--- src/rtl/ccir_stream_packer.sv ---
// rtl/ccir_stream_packer.sv - CCIR601 Y,Cb,Y,Cr byte-stream source with optional 4:2:0 to 4:2:2 chroma replay
module ccir_stream_packer #(
  parameter int FRAME_WIDTH  = 144,
  parameter int FRAME_HEIGHT = 80,
  parameter int CLK_DIV      = 2
) (
  input  logic       clk,
  input  logic       rst,
  input  logic       ena,
  input  logic       mode420,
  input  logic [7:0] y_data,
  input  logic       y_valid,
  output logic       y_ready,
  input  logic [7:0] c_data,
  input  logic       c_valid,
  output logic       c_ready,
  output logic [7:0] dout,
  output logic       dstrb,
  output logic       dclr,
  output logic       frame_done,
  output logic       underrun
);

  localparam int PAIRS = FRAME_WIDTH / 2;
  localparam int XW    = (PAIRS > 1) ? $clog2(PAIRS) : 1;
  localparam int YW    = (FRAME_HEIGHT > 1) ? $clog2(FRAME_HEIGHT) : 1;
  localparam int DW    = (CLK_DIV > 1) ? $clog2(CLK_DIV) : 1;
  localparam int AW    = XW + 1;

  localparam logic [1:0] S_IDLE  = 2'd0;
  localparam logic [1:0] S_FETCH = 2'd1;
  localparam logic [1:0] S_HOLD  = 2'd2;

  localparam logic [1:0] PH_Y0 = 2'd0;
  localparam logic [1:0] PH_CR = 2'd3;

  localparam logic [XW-1:0] X_LAST   = XW'(PAIRS - 1);
  localparam logic [YW-1:0] Y_LAST   = YW'(FRAME_HEIGHT - 1);
  localparam logic [DW-1:0] DIV_LAST = DW'(CLK_DIV - 1);

  logic [1:0]    state_q, state_d;
  logic [1:0]    phase_q, phase_d;
  logic [XW-1:0] x_q, x_d;
  logic [YW-1:0] y_q, y_d;
  logic [DW-1:0] div_q, div_d;
  logic          mode_q, mode_d;
  logic [7:0]    dout_q, dout_d;
  logic          dstrb_q, dstrb_d;
  logic          dclr_q, dclr_d;
  logic          fdone_q, fdone_d;
  logic          fpend_q, fpend_d;
  logic          underrun_q, underrun_d;

  logic [7:0]    lbuf [FRAME_WIDTH];
  logic [7:0]    rd_q;

  logic          is_chroma, replay, slot, y_rdy, c_rdy, hs;
  logic          line_start, frame_start, wr_en;
  logic [7:0]    fetch_byte;
  logic [AW-1:0] buf_addr;

  // phase[0] marks a chroma slot, phase[1] selects Cr over Cb within the pair
  assign is_chroma   = phase_q[0];
  assign replay      = is_chroma & mode_q & y_q[0];
  assign slot        = (state_q == S_FETCH) | ((state_q == S_HOLD) & (div_q == DIV_LAST));
  assign y_rdy       = ena & slot & ~is_chroma;
  assign c_rdy       = ena & slot & is_chroma & ~replay;
  assign hs          = (y_rdy & y_valid) | (c_rdy & c_valid) | (ena & slot & replay);
  assign fetch_byte  = is_chroma ? (replay ? rd_q : c_data) : y_data;
  assign line_start  = (phase_q == PH_Y0) && (x_q == '0);
  assign frame_start = line_start && (y_q == '0);
  assign buf_addr    = {x_q, phase_q[1]};
  assign wr_en       = ena & c_rdy & c_valid & mode_q & ~y_q[0];

  always_comb begin
    state_d    = state_q;
    phase_d    = phase_q;
    x_d        = x_q;
    y_d        = y_q;
    div_d      = div_q;
    mode_d     = mode_q;
    dout_d     = dout_q;
    dstrb_d    = 1'b0;
    dclr_d     = 1'b0;
    fdone_d    = 1'b0;
    fpend_d    = fpend_q;
    underrun_d = underrun_q;
    if (ena) begin
      case (state_q)
        S_IDLE:  state_d = S_FETCH;
        S_FETCH: if (!hs && !line_start) underrun_d = 1'b1;
        S_HOLD: begin
          if (div_q != DIV_LAST) begin
            div_d = div_q + 1'b1;
          end else begin
            if (fpend_q) begin
              fdone_d = 1'b1;
              fpend_d = 1'b0;
            end
            if (!hs) state_d = S_FETCH;
          end
        end
        default: state_d = S_IDLE;
      endcase
      if (slot && frame_start) mode_d = mode420;
      if (hs) begin
        dout_d  = fetch_byte;
        dstrb_d = 1'b1;
        dclr_d  = frame_start;
        div_d   = '0;
        state_d = S_HOLD;
        phase_d = phase_q + 2'd1;
        if (phase_q == PH_CR) begin
          if (x_q == X_LAST) begin
            x_d = '0;
            if (y_q == Y_LAST) begin
              y_d     = '0;
              fpend_d = 1'b1;
            end else begin
              y_d = y_q + 1'b1;
            end
          end else begin
            x_d = x_q + 1'b1;
          end
        end
      end
    end
  end

  always_ff @(posedge clk or negedge rst) begin
    if (!rst) begin
      state_q    <= S_IDLE;
      phase_q    <= PH_Y0;
      x_q        <= '0;
      y_q        <= '0;
      div_q      <= '0;
      mode_q     <= 1'b0;
      dout_q     <= 8'd0;
      dstrb_q    <= 1'b0;
      dclr_q     <= 1'b0;
      fdone_q    <= 1'b0;
      fpend_q    <= 1'b0;
      underrun_q <= 1'b0;
    end else begin
      state_q    <= state_d;
      phase_q    <= phase_d;
      x_q        <= x_d;
      y_q        <= y_d;
      div_q      <= div_d;
      mode_q     <= mode_d;
      dout_q     <= dout_d;
      dstrb_q    <= dstrb_d;
      dclr_q     <= dclr_d;
      fdone_q    <= fdone_d;
      fpend_q    <= fpend_d;
      underrun_q <= underrun_d;
    end
  end

  // Prefetch the next chroma byte while the preceding Y slot is pending,
  // so a replayed chroma slot is served with no extra latency.
  always_ff @(posedge clk) begin
    if (wr_en) lbuf[buf_addr] <= c_data;
    if (ena && !is_chroma) rd_q <= lbuf[buf_addr];
  end

  assign y_ready    = y_rdy;
  assign c_ready    = c_rdy;
  assign dout       = dout_q;
  assign dstrb      = dstrb_q & ena;
  assign dclr       = dclr_q & ena;
  assign frame_done = fdone_q & ena;
  assign underrun   = underrun_q;

endmodule

--- config.mk ---
export PLATFORM = sky130hd
export DESIGN_NAME = ccir_stream_packer
export DESIGN_NICKNAME = d
export VERILOG_FILES = /design/src/rtl/ccir_stream_packer.sv
export SDC_FILE = /design/constraint.sdc
export NUM_CORES = 1
export LEC_CHECK = 0
export CAP_MARGIN = 10
export CORE_MARGIN = 2
export CORE_UTILIZATION = 40
export CTS_BUF_LIST = sky130_fd_sc_hd__clkbuf_8
export DETAILED_ROUTE_END_ITERATION = 10
export MAX_ROUTING_LAYER = met4
export PLACE_DENSITY_LB_ADDON = 0.2
export SLEW_MARGIN = 20
export SYNTH_ARGS = -nofsm -noshare
export SYNTH_HDL_FRONTEND = slang
export SYNTH_SLANG_ARGS = --single-unit
--- constraint.sdc ---
create_clock -name clk -period 3.7 [get_ports clk]
set_clock_uncertainty 0.2 [all_clocks]
set_input_delay 0.74 -clock clk [delete_from_list [all_inputs] [get_ports clk]]
set_output_delay 0.74 -clock clk [all_outputs]
set_load 0.05 [all_outputs]
==> impl_metrics.json, run 1 <==
{
  "period_needed_ns": 3.56,
  "min_path_type": "input pin to flip-flop",
  "final_common_cell": "edfxtp_1",
  "clock-sinks": 1193,
  "start_kind": "flip-flop",
  "place_inst": 4055,
  "max_freq_mhz": 281,
  "holdWs_ns": 0.147,
  "die_area_um2": 120000,
  "postCtsHoldBufs": 0,
  "drcViolationCount": 0,
  "vias": 24638,
  "grt_max_degree": 98,
  "critical_path.endpoint_type": "flip-flop",
  "synth_top_family_by_area": "multiplexers",
  "finalSetupViolCount": 0,
  "synth-xor-area-share_pct": 0.112,
  "postCtsSetupBuffers": 0,
  "grt_pass1_wl_um": 178000,
  "io-pin-count": 36,
  "power.density_nw_per_um2": 669,
  "fin_crit_sh_pct": 96.2,
  "port-buffer-count": 35,
  "clk-insertion-delay-late_ns": 0.86,
  "rsz0062_at_grt": "false",
  "vdd_drop_max_mv": 0.411,
  "wirelength_um": 123000,
  "synth-simple-area-share_pct": 2.81,
  "synth_nets": 2370,
  "slew-limit-headroom_pct": 26.3,
  "worstMarginPinSlew_ns": 1.10,
  "dp_hpwl_um": 79200,
  "final_cell_mix": "edfxtp_1 (1160), buf_4 (273), mux4_2 (234)",
  "cts_max_path_buffers": 3,
  "globalRouteTotalUtil_pct": 21.3,
  "cts_tree": "built",
  "arrival_ns": 3.97,
  "gp_congestion": 0.886,
  "drt_iter0_drc": 2683,
  "synth_edf_count": 1160,
  "initial_utilization_pct": 40.3,
  "core-area_um2": 116000,
  "synth_adder_area_share_pct": 0.160,
  "ys_seq_area_share_pct": 76.1,
  "synth_compound_area_share_pct": 3.38,
  "cts_buffers": 185,
  "fillers": 9746,
  "async_flop_share_pct": 2.77,
  "cellLeakagePower_nw": 17.9,
  "viasPerCell": 5.61,
  "dr.pass1.iters": 7,
  "synth_cell_types": 52,
  "yosys_warnings": 0,
  "grt_overflow": 0,
  "netlist_instances": 2342,
  "slew_viol_final": 0,
  "clk_pin_slew_worst_paths_ns": 0.07,
  "power_mw": 36.5,
  "htree_levels": 4,
  "place_ws_ns": -0.0259,
  "synthFlopType": "edfxtp_1",
  "fp.dieH_um": 346,
  "synth_seq_cells": 1193,
  "synthMuxAreaShare_pct": 15.8,
  "synth_area_um2": 46800,
  "cp.required_ns": 4.11,
  "ant_nets": 0,
  "drive_above_1_share_pct": 27.5,
  "grt_pass1_vias": 24950,
  "hold_viol": 0,
  "setup_slack_ns": 0.139,
  "syn2layout_area_growth_pct": 16.3,
  "cts_root_buf": "clkbuf_8",
  "dieWidth_um": 346,
  "layout.nets": 2746,
  "final_cells": 4389,
  "avgSynthCellArea_um2": 20.0,
  "cts_resized": 1,
  "status": "finished clean",
  "num_rows": 125,
  "post_drt_wl_per_cell_um": 28.1,
  "grt_antenna_before_repair": 2,
  "crit_type": "flip-flop to flip-flop",
  "drv_cap": 0,
  "path_max_fanout": 36
}
layer usage:
layer / GRT usage (%) / wire (um) / share of wire [%] / up-vias
met2: 32.9 / 59000 / 48 / 939
li1: - / - / - / 10406
met1: 29.0 / 52900 / 43 / 13100
met3: 3.81 / 8040 / 6.5 / 193
met4: 6.18 / 3240 / 2.6 / 0
met5: - / 0 / 0 / -
registers in the layout (all words and copies together), names as in the netlist, 2 cells and up:
register  cells
phase_q       2
state_q       2
dout          8
lbuf       1152
rd_q          8
x_q           7
y_q           7
cell type report:
| type | instances | area (um2) | area share [%] |
|---|---|---|---|
| Inverter | 12 | 45.0 | 0.0827 |
| Clock buffer | 190 | 2620 | 4.80 |
| Timing Repair Buffer | 324 | 2850 | 5.23 |
| Tap cell | 1524 | 1910 | 3.50 |
| Multi-Input combinational cell | 1002 | 10500 | 19.2 |
| Sequential cell | 1193 | 35700 | 65.5 |
| Clock inverter | 142 | 888 | 1.63 |
| Antenna cell | 2 | 5.00 | 0.00919 |
per-stage QoR:
stage | cell area [um2] | setup TNS, ns | util (%)
after global placement | 50900 | 0 | 43.8
after CTS | 54400 | 0 | 46.9
after global routing | 54500 | 0 | 46.9
final | 54500 | 0 | 46.9
after detailed placement | 50900 | -0.0259 | 43.8
after floorplan | 46800 | 0 | -
synth_stat cells (all sizes together), types with 7 or more instances:
library cell | number | area (um2)
a22oi | 101 | 758
mux2 | 9 | 101
inv | 11 | 41.3
o41ai | 9 | 78.8
mux4 | 234 | 5270
o21ai | 26 | 130
nor3 | 11 | 55.1
edfxtp | 1160 | 34800
nand3 | 29 | 145
buf | 86 | 518
clkbuf | 49 | 188
nor2 | 167 | 627
nand4 | 7 | 43.8
nand2 | 53 | 199
dfrtp | 33 | 826
mux2i | 203 | 2030
nor2b | 14 | 87.6
a21oi | 69 | 345
final timing paths:
check,from,endpoint,slack [ns],depth (start not counted)
min,c_data[4],lbuf[92][4],0.15,1
max reg2reg,phase_q[1],rd_q[7],0.14,7
min reg2reg,fpend_q,fpend_q,0.28,1
min in group asynchronous,rst,phase_q[1],0.18,1
max,phase_q[1],rd_q[7],0.14,7
max in group asynchronous,rst,y_q[3],2.33,2
cell families after synthesis:
group                      Yosys count
AOI/OAI and AO/OA                  240
xor gates and xnor gates             6
adders and majority gates            6
buffers and inverters              147
DFF                               1193
muxes                              446
and+or+nand+nor                    304
critical path, stage by stage (launching register included):
cell	delay [ns]
dfrtp_4	0.72
buf_12	0.34
mux4_2	0.56
mux4_2	0.53
a32o_1	0.26
a21oi_1	0.31
o21ai_1	0.13
a21o_1	0.17
report_power, final:
group          switching (mW)  total (mW)  internal, mW
logic                    6.06        10.6          4.55
registers               0.300        15.3          15.0
clock network            5.02        10.6          5.53
total                    11.4        36.5          25.1
Power figures use the tool's default switching activity.
==> run 2, diff against run 1 <==
--- a/config.mk
+++ b/config.mk
@@ -11,7 +11,7 @@
 export CTS_BUF_LIST = sky130_fd_sc_hd__clkbuf_8
 export DETAILED_ROUTE_END_ITERATION = 10
 export MAX_ROUTING_LAYER = met4
-export PLACE_DENSITY_LB_ADDON = 0.2
+export PLACE_DENSITY = 0.58
 export SLEW_MARGIN = 20
 export SYNTH_ARGS = -nofsm -noshare
 export SYNTH_HDL_FRONTEND = slang
==> run 2 against run 1 <==
Net effect:
- total power grew 0.39%
- sequential power hardly changed
- die area unchanged
- sequential share of layout area shrank 0.19 points
- fmax is 4.0% higher
- global-route usage decreased by 0.51 points
- first-iteration DRC count down 4.8%
- combinational power is essentially flat
- clock power is essentially flat
- register-to-register slack improved by 0.14 ns
- final cell count rose by 0.50%
- critical path depth rose by 1
- largest cell class unchanged
==> impl_metrics.json, run 2 (synthesized netlist as in run 1, its figures left out) <==
{
  "drv_cap": 0,
  "worstMarginPinSlew_ns": 0.934,
  "clk_pin_slew_worst_paths_ns": 0.07,
  "power.density_nw_per_um2": 670,
  "final_cell_mix": "edfxtp_1 (1160), buf_4 (275), mux4_2 (234)",
  "cts_max_path_buffers": 3,
  "dp_hpwl_um": 78100,
  "cellLeakagePower_nw": 17.9,
  "path_max_fanout": 13,
  "clk-insertion-delay-late_ns": 0.86,
  "fin_crit_sh_pct": 92.6,
  "min_path_type": "input pin to asynchronous set/reset pin",
  "arrival_ns": 3.83,
  "place_area_um2": 50900,
  "rsz0062_at_grt": "false",
  "slew-limit-headroom_pct": 37.2,
  "ant_nets": 0,
  "postCtsHoldBufs": 0,
  "clock-sinks": 1193,
  "cp.required_ns": 4.10,
  "postCtsSetupBuffers": 0,
  "cts_tree": "built",
  "r2r_slack_ns": 0.28,
  "viasPerCell": 5.55,
  "fp.dieH_um": 346,
  "grt_overflow": 0,
  "cts_buffers": 192,
  "largest_register_ffs": 1152,
  "p_sw_share_pct": 31.2,
  "vdd_drop_max_mv": 0.595,
  "cts_root_buf": "clkbuf_8",
  "setup_slack_ns": 0.275,
  "crit_type": "flip-flop to flip-flop",
  "grt_antenna_before_repair": 3,
  "cts_resized": 0,
  "syn2layout_area_growth_pct": 16.6,
  "grt_pass1_vias": 25256,
  "r2r_cells": 8,
  "clock_power_share_pct": 29.5,
  "die_area_um2": 120000,
  "setup_tns_ns": 0,
  "final_common_cell": "edfxtp_1",
  "finalSetupViolCount": 0,
  "slew_viol_final": 0,
  "grt_max_degree": 112,
  "dr.pass1.iters": 5,
  "grt_pass1_wl_um": 174000,
  "num_rows": 125,
  "r2r_end": "rd_q[1]",
  "initial_utilization_pct": 40.3,
  "pwr-share-seq_pct": 41.7,
  "hold_viol": 0,
  "fillers": 9584,
  "port-buffer-count": 35,
  "vias": 24462,
  "critical_path.endpoint_type": "flip-flop",
  "dieWidth_um": 346,
  "place_ws_ns": 0.230,
  "post_drt_wl_per_cell_um": 27.3,
  "timing.rr.start": "x_q[2]",
  "power_frac_comb_pct": 28.8,
  "drt_iter0_drc": 2555,
  "power_mw": 36.6,
  "drive_above_1_share_pct": 28.1,
  "status": "finished clean",
  "gp_congestion": 0.877,
  "p_int_mw": 25.2,
  "htree_levels": 4,
  "period_needed_ns": 3.42,
  "max_freq_mhz": 292,
  "p_switching_mw": 11.4,
  "final_area_um2": 54600,
  "start_kind": "flip-flop",
  "core-area_um2": 116000,
  "layout.nets": 2755,
  "globalRouteTotalUtil_pct": 20.7,
  "wirelength_um": 121000,
  "drcViolationCount": 0,
  "io-pin-count": 36,
  "regMostFlops": "lbuf"
}
[run 2: final cells by class]
cell class              instances  area (um2)  share of cell area, %
diodes                          3        7.51                 0.0137
clock buffers                 200        2750                   5.04
clock inverters               151         916                   1.68
inverters                      12        45.0                 0.0825
multi-input cells            1002       10500                   19.1
flip-flops and latches       1193       35700                   65.3
well taps                    1524        1910                   3.49
repair buffers                326        2870                   5.25
[run 2: worst max path at each step]
stage	startpoint	endpoint	slack, ns	cells past startpoint
floorplan	x_q[3]	lbuf[143][0]	0.79	6
global placement	ena	lbuf[92][3]	0.20	8
detailed placement	ena	lbuf[92][1]	0.23	8
CTS	phase_q[1]	rd_q[5]	0.32	6
global route	state_q[0]	c_ready	0.23	5
finish	x_q[2]	rd_q[1]	0.28	8
[run 2: critical path: stages, from the launching register on]
cell	delay, ns
dfrtp_4	0.61
nor2b_4	0.75
buf_12	0.23
a22oi_1	0.10
a21oi_1	0.59
o41ai_1	0.28
o2111ai_1	0.16
o21ai_1	0.08
buf_4	0.13
[run 2: routing by layer]
layer  up-vias  wire [um]  track usage, %
met4         0       3580            7.06
met1     12834      50000            27.4
met2      1010      57100            31.8
met3       198       9870            4.83
li1      10420          -               -
met5         -          0               -
[run 2: power by group through the flow]
| stage | clock, mW | sequential (mW) | combinational (mW) |
|---|---|---|---|
| global placement | 0 | 15.5 | 10.5 |
| global route | 11.6 | 15.3 | 11.1 |
| CTS | 11.0 | 15.3 | 10.6 |
| detailed placement | 0 | 15.5 | 10.6 |
| finish | 10.8 | 15.3 | 10.6 |
| floorplan | 0 | 15.4 | 6.59 |
[run 2: through the flow]
| stage | hold slack (ns) | utilization (%) | cells |
|---|---|---|---|
| after floorplan | 0.244 | - | 2342 |
| after global placement | 0.265 | 43.8 | 4057 |
| after detailed placement | 0.270 | 43.8 | 4057 |
| after CTS | 0.0392 | 47.0 | 4408 |
| after global routing | 0.0925 | 47.0 | 4409 |
| final | 0.0874 | 47.0 | 4411 |
==> variant: new RTL, config.mk and constraints of run 2 <==
Make the reset (`rst`) synchronous in one clocked block.
--- a/src/rtl/ccir_stream_packer.sv
+++ b/src/rtl/ccir_stream_packer.sv
@@ -128,5 +128,5 @@
   end
 
-  always_ff @(posedge clk or negedge rst) begin
+  always_ff @(posedge clk) begin
     if (!rst) begin
       state_q    <= S_IDLE;
Behaviour: differs if rst is asserted again (counterexample within 4 cycles, from zero or initial values and one cycle with rst low); with rst held inactive, the same outputs for 4 cycles.
==> variant against run 2 <==
- first-iteration DRC count up 12%
- cell area down 0.21%
- sequential cell count unchanged
- setup slack better by 0.013 ns
- routed wire length up 3.9%
- cell count up 0.59%
- synthesized cell count up 0.64%
- synthesized area down 0.15%
- die area down 0.15%
- critical path depth down 3
- largest cell class unchanged
- highest routed layer unchanged
Power is not compared: it rests on default switching activity, and its combinational part moved more than twofold at a synthesized area within 25%.
==> variant: results (changes against run 2) <==
outcome: "complete, no violations"  # unchanged
slew_headroom_pct: 20.5  # was 37.2%
place_area_sq_um: 51100  # was 50900 sq um
crit_fanout: 8  # was 13
cp.arrival_ns: 2.47  # was 3.83 ns
drive_above_1_share_pct: 27.8  # was 28.1%
first_global_vias: 25328  # was 25256
insertion_delay_ns: 0.86  # about the same
hold_path_class: "input pin to flip-flop"  # was input pin to async pin
yosysUniqueCellTypes: 56  # was 52
antenna_found_initial: 2  # was 3
num-nets-final: 2793  # was 2755
pre_cts_slack_ns: 0.280  # was 0.230 ns
ys_seq_area_share_pct: 75.9  # was 76.1%
grtUsageTotal_pct: 21.5  # was 20.7%
timing.fmax_mhz: 293  # was 292 MHz
whs_ns: 0.201  # was 0.0874 ns
synth_area_leaders: "edfxtp_1 (74%), mux4_2 (11%), mux2i_1 (4.2%)"  # was edfxtp_1 (74%), mux4_2 (11%), mux2i_1 (4.3%)
syn_area_per_cell_sq_um: 19.8  # was 20.0 sq um
drt_iter0_drc: 2856  # was 2555
routed_via_density: 5.62  # was 5.55
top_register: "lbuf"  # unchanged
grt_max_degree: 89  # was 112
wl_per_cell_um: 28.2  # was 27.3 um
grt_pass1_wl_mm: 181  # was 174 mm
hpwl_mm: 82.8  # was 78.1 mm
cts-buffers-inserted: 186  # was 192
max_stage_delay_ns: 0.44  # was 0.75 ns
stdcell_count: 4437  # was 4411
synthArstFlopShare_pct: 0  # was 2.77%
finalWeightedCongestion: 0.913  # was 0.877
## variant: cell types whose count changed in the layout (fill, tap and decap cells not counted), sizes merged, moves of 10 or more
cell | run 2 | this run
a21boi | 0 | 16
a21oi | 69 | 56
buf | 304 | 331
clkbuf | 200 | 189
clkinv | 88 | 73
dfrtp | 33 | 0
dfxtp | 0 | 33
inv | 62 | 75
nand2 | 53 | 66
o21ai | 26 | 16
## variant: kinds of logic (layout without fill, tap and decap cells)
logic type | count (synthesis) | in the layout | share of synthesized area, %
other cells | 0 | 1 | 0
flops | 1193 | 1193 | 75.9
mux | 438 | 438 | 15.7
buf+inv | 143 | 698 | 1.45
simple gates | 336 | 336 | 3.18
fa+ha+maj | 6 | 6 | 0.161
xor+xnor | 12 | 12 | 0.225
compound gates | 229 | 229 | 3.36
## variant: layer usage
metal,vias up,global-route usage [%],wire (um)
met5,-,-,0
met3,209,3.72,9100
li1,10513,-,-
met4,0,7.66,4140
met2,1084,32.4,58300
met1,13134,29.7,53700
## variant: cell type report
cell class	instances	area, sq um
Clock buffer	189	2600
Inverter	10	37.5
Antenna cell	1	2.50
Sequential cell	1193	35500
Clock inverter	146	767
Fill cell	9743	61500
Tap cell	1524	1910
Multi-Input combinational cell	1021	10600
Timing Repair Buffer	353	3060
## variant: final timing paths
kind,startpoint,end,cells after the start
worst min register to register,fpend_q$_SDFFE_PN0P_,fdone_q$_SDFF_PN0_,2
worst max-delay path,state_q[0]$_SDFFE_PN0P_,c_ready,5
worst min-delay path,c_data[3],lbuf[8][3]$_DFFE_PP_,1
worst max register to register,phase_q[1]$_SDFFE_PN0P_,rd_q[4]$_DFFE_PP_,7
## variant: report_power, final
group / internal, uW / switching (uW)
Combinational: 103 / 333
Clock: 4990 / 5090
Sequential: 14800 / 12.1
Total: 19900 / 5440
